`src/rtl/dct_transpose.sv`:
```
// dct_transpose: ping-pong 8x8 transpose buffer between the DCT row and column passes.
// Rows are written into one bank while the other bank is read out column by column.
module dct_transpose #(
    parameter int W = 32
) (
    input  logic         clk,
    input  logic         reset,
    input  logic         en,
    input  logic         in_valid,
    output logic         in_ready,
    input  logic [W-1:0] i0,
    input  logic [W-1:0] i1,
    input  logic [W-1:0] i2,
    input  logic [W-1:0] i3,
    input  logic [W-1:0] i4,
    input  logic [W-1:0] i5,
    input  logic [W-1:0] i6,
    input  logic [W-1:0] i7,
    output logic         out_valid,
    input  logic         out_ready,
    output logic [W-1:0] o0,
    output logic [W-1:0] o1,
    output logic [W-1:0] o2,
    output logic [W-1:0] o3,
    output logic [W-1:0] o4,
    output logic [W-1:0] o5,
    output logic [W-1:0] o6,
    output logic [W-1:0] o7,
    output logic [2:0]   out_col,
    output logic         out_last
);
    logic [W-1:0] mem_q [2][8][8];
    logic [W-1:0] row [8];
    logic [W-1:0] col [8];
    logic         wb_q, wb_d, rb_q, rb_d;
    logic [2:0]   wr_row_q, wr_row_d, rd_col_q, rd_col_d;
    logic [1:0]   full_q, full_d;
    logic         wr, rd, wr_done, rd_done;

    assign row = '{i0, i1, i2, i3, i4, i5, i6, i7};

    // A bank is filled only while empty and drained only while full, so the
    // write and read sides can never touch the same bank in one cycle.
    always_comb begin
        in_ready  = en & ~reset & ~full_q[wb_q];
        out_valid = en & ~reset & full_q[rb_q];
        wr        = in_valid & in_ready;
        rd        = out_valid & out_ready;
        wr_done   = wr & (wr_row_q == 3'd7);
        rd_done   = rd & (rd_col_q == 3'd7);
        wr_row_d  = wr_row_q + 3'(wr);
        rd_col_d  = rd_col_q + 3'(rd);
        wb_d      = wb_q ^ wr_done;
        rb_d      = rb_q ^ rd_done;
        full_d    = full_q;
        if (wr_done) full_d[wb_q] = 1'b1;
        if (rd_done) full_d[rb_q] = 1'b0;
        for (int k = 0; k < 8; k++) col[k] = out_valid ? mem_q[rb_q][k][rd_col_q] : '0;
    end

    assign out_col  = rd_col_q;
    assign out_last = out_valid & (rd_col_q == 3'd7);
    assign o0 = col[0];
    assign o1 = col[1];
    assign o2 = col[2];
    assign o3 = col[3];
    assign o4 = col[4];
    assign o5 = col[5];
    assign o6 = col[6];
    assign o7 = col[7];

    always_ff @(posedge clk) begin
        if (reset) begin
            wb_q     <= 1'b0;
            rb_q     <= 1'b0;
            wr_row_q <= '0;
            rd_col_q <= '0;
            full_q   <= '0;
        end else begin
            wb_q     <= wb_d;
            rb_q     <= rb_d;
            wr_row_q <= wr_row_d;
            rd_col_q <= rd_col_d;
            full_q   <= full_d;
        end
    end

    always_ff @(posedge clk) begin
        if (wr) begin
            for (int k = 0; k < 8; k++) mem_q[wb_q][wr_row_q][k] <= row[k];
        end
    end
endmodule

```
`config.mk`:
```
export PLATFORM = sky130hd
export DESIGN_NAME = dct_transpose
export DESIGN_NICKNAME = d
export VERILOG_FILES = /design/src/rtl/dct_transpose.sv
export SDC_FILE = /design/constraint.sdc
export NUM_CORES = 2
export LEC_CHECK = 0
export ABC_AREA = 0
export CAP_MARGIN = 20
export CORE_MARGIN = 10
export CORE_UTILIZATION = 40
export DETAILED_ROUTE_END_ITERATION = 10
export PLACE_DENSITY = 0.56
export SETUP_SLACK_MARGIN = 0.15
export SKIP_CTS_REPAIR_TIMING = 1
export SLEW_MARGIN = 20
export SYNTH_ARGS = -nofsm -noshare
export SYNTH_HDL_FRONTEND = slang
export SYNTH_SLANG_ARGS = --single-unit
```
`constraint.sdc`:
```
create_clock -name clk -period 29.2 [get_ports clk]
set_clock_uncertainty 0.2 [all_clocks]
set_input_delay 2.92 -clock clk [delete_from_list [all_inputs] [get_ports clk]]
set_output_delay 2.92 -clock clk [all_outputs]
set_load 0.01 [all_outputs]
```
==> impl_metrics.toml <==
[synthesis]
yosys-top-cells-area = "edfxtp_1, mux4_2, nand2_1, mux2i_1, buf_2"
yosysUniqueCellTypes = 37
netlist_top_cells_count = "edfxtp_1, nand2_1, mux4_2, buf_2, clkbuf_1"
syn_inst = 10600
ys.warnings.count = 0
ys_seq_area_frac = 0.721
ys_ff_latch = 4106
yosys.area.top_type = "edfxtp_1"
synth_ff_type = "edfxtp_1"
synth-edff-count = 4096
synth_most_common_cell = "edfxtp_1"
synth.top_cell.area_share = 0.720
async_flop_share = 0
synth_area_sq_um = 171000
syn-num-nets = 10900
syn_area_per_cell_sq_um = 16.0

[floorplanning]
dieArea_sq_um = 453000
start_util = 0.402
die_w_um = 673
die_y_um = 673
rows = 239
ioPinCount = 523
core_sq_um = 425000

[cells_and_area]
nFillCells = 36600
layout.nets = 11300
syn_to_final_growth_pct = 14.5
drive_above_1_share = 0.184

[placed_design]
place_hpwl_mm = 430
globalplace.congestion = 0.848
io_buffers = 522

[power_and_ir_drop]
p_leak_uw = 0.0644
finalPower_uw = 12400
peakVddDrop_mv = 0.0540
p_per_area_nw_per_um2 = 63.3

[clock_network]
clk_pin_slew_ns = 0.06
cts_max_path_buffers = 4
cts_tree = "built"
htree_levels = 5
clk_latency_ns = 1.00
cts.sinks = 4106
cts_buffers = 421
root_buffer = "clkbuf_16"

[global_route]
use_met1 = 0.379
grt_first_pass_wirelength_mm = 890
gr-usage-met3 = 0.0789
met2_usage = 0.443
grt_max_degree = 161
track_usage = 0.290
antenna_found_initial = 179
gr-max-usage-layer = "met2"
grt_overflow = 0
grt_pass1_vias = 99600

[setup_path]
crit_buf_inv = 6
crit_top_cell = "buf_4"
critPathCaptureType = "output pin"
crit_path_max_fanout = 42
arrival_ns = 9.32
cp_cell_sequence = "clkdlybuf4s50_1, nand2b_1, nor4b_2, buf_4, buf_4, buf_4, buf_4, a22oi_1, o21ai_0, clkdlybuf4s50_1"
crit_path_max_incr_delay_ns = 0.81
cp.required_ns = 26.08
path_class = "in -> out"
crit_path_top_delay_cell = "buf_4"
cp_top_family = "buffers and inverters"
startpoint_type = "primary input"

[detailed_routing]
firstDrtPassIters = 6
viasPerCell = 6.10
drt_iter0_drc = 20200
wirelength_mm = 676
vias = 105000
ant_nets = 0
post_drt_wl_per_cell_um = 39.3
drcViolationCount = 0

[timing]
finalCritPeriodShare = 0.426
slew_headroom = 0.170
setup_viol = 0
slew_viol_final = 0
fin_setup_tns_ns = 0
hold_viol = 0
period_needed_ns = 12.44
grt_setup_unrepaired = "false"
worstMarginPinSlew_ns = 1.24
fmax_mhz = 80.4

[hold_path]
worstHoldPathType = "reg -> reg"

[status]
status = "finished, final reports clean"

[run]
drv_cap = 0
final timing paths:
kind,start,endpoint,slack [ns],cells past startpoint
min reg2reg,full_q[0],full_q[0],0.32,1
min,full_q[0],full_q[0],0.32,1
max,reset,o0[27],16.76,10
max reg2reg,wb_q,mem_q[1][718],22.70,9
sequential cells by signal (all words and copies together) (netlist names):
register / flops
full_q: 2
mem_q: 4096
out_col: 3
rb_q: 1
wb_q: 1
wr_row_q: 3
where the power goes:
group	internal (uW)	switching, uW	leakage [uW]
Sequential	6500	3.64	0.0369
Combinational	69.5	404	0.0208
Clock	3080	2310	0.00659
Total	9660	2720	0.0644
kinds of logic (layout without fill, tap and decap cells):
group / Yosys count / after routing / share of synthesized area
flip-flops: 4106 / 4106 / 0.721
AND/OR/NAND/NOR: 3902 / 3902 / 0.0870
multiplexers: 1282 / 1282 / 0.150
buffers and inverters: 828 / 1601 / 0.0220
AO/OA/AOI/OAI: 515 / 515 / 0.0189
adder cells (fa/ha/maj): 4 / 4 / 0.000293
XOR/XNOR: 4 / 4 / 0.000205
other: 0 / 114 / 0
cells in the final DEF, fill, tap and decap left out, drive strengths merged:
| cell | n |
|---|---|
| nor2 | 15 |
| and2 | 8 |
| nor4 | 6 |
| dfxtp | 10 |
| or4 | 4 |
| clkbuf | 529 |
| clkinvlp | 7 |
| edfxtp | 4096 |
| bufinv | 44 |
| nand4b | 1 |
| nand3 | 1 |
| a22oi | 256 |
| nor3 | 7 |
| mux2i | 257 |
| inv | 13 |
| or3 | 5 |
| xnor2 | 4 |
| buf | 442 |
| o21ai | 256 |
| ha | 4 |
| clkinv | 172 |
| nand2 | 3843 |
| nand2b | 4 |
| nor2b | 4 |
| a31oi | 1 |
| o21a | 1 |
| mux4 | 1024 |
| or2 | 1 |
| a211oi | 1 |
| clkdlybuf4s50 | 394 |
| diode | 114 |
| mux2 | 1 |
| nor4b | 3 |
through the flow:
stage	cell area [sq um]	hold slack (ns)	util	std cells	setup WS, ns
6_report	196000	0.323	0.460	17200	16.76
5_1_grt	195000	0.361	0.460	17100	16.73
4_1_cts	195000	0.320	0.459	17100	16.78
3_5_place_dp	181000	0.306	0.427	16300	16.79
3_3_place_gp	181000	0.273	0.427	16300	16.88
2_1_floorplan	171000	0.258	-	10600	10.93
per-layer routing:
layer	vias to the layer above	wire, um
met5	-	358
met4	44	41900
met3	1259	89500
met2	7689	307000
met1	54800	237000
li1	41100	-
layout make-up:
cell class | instances | area (sq um) | area share
sequential | 4106 | 123000 | 0.630
multi-input combinational | 5707 | 44100 | 0.225
clock buffer | 529 | 11200 | 0.0572
timing repair buffer | 836 | 7400 | 0.0379
tap | 5663 | 7090 | 0.0362
clock inverter | 234 | 2310 | 0.0118
antenna | 114 | 285 | 0.00146
inverter | 2 | 15.0 | 0.0000768
Note: power is estimated with default switching activity, not from simulation.
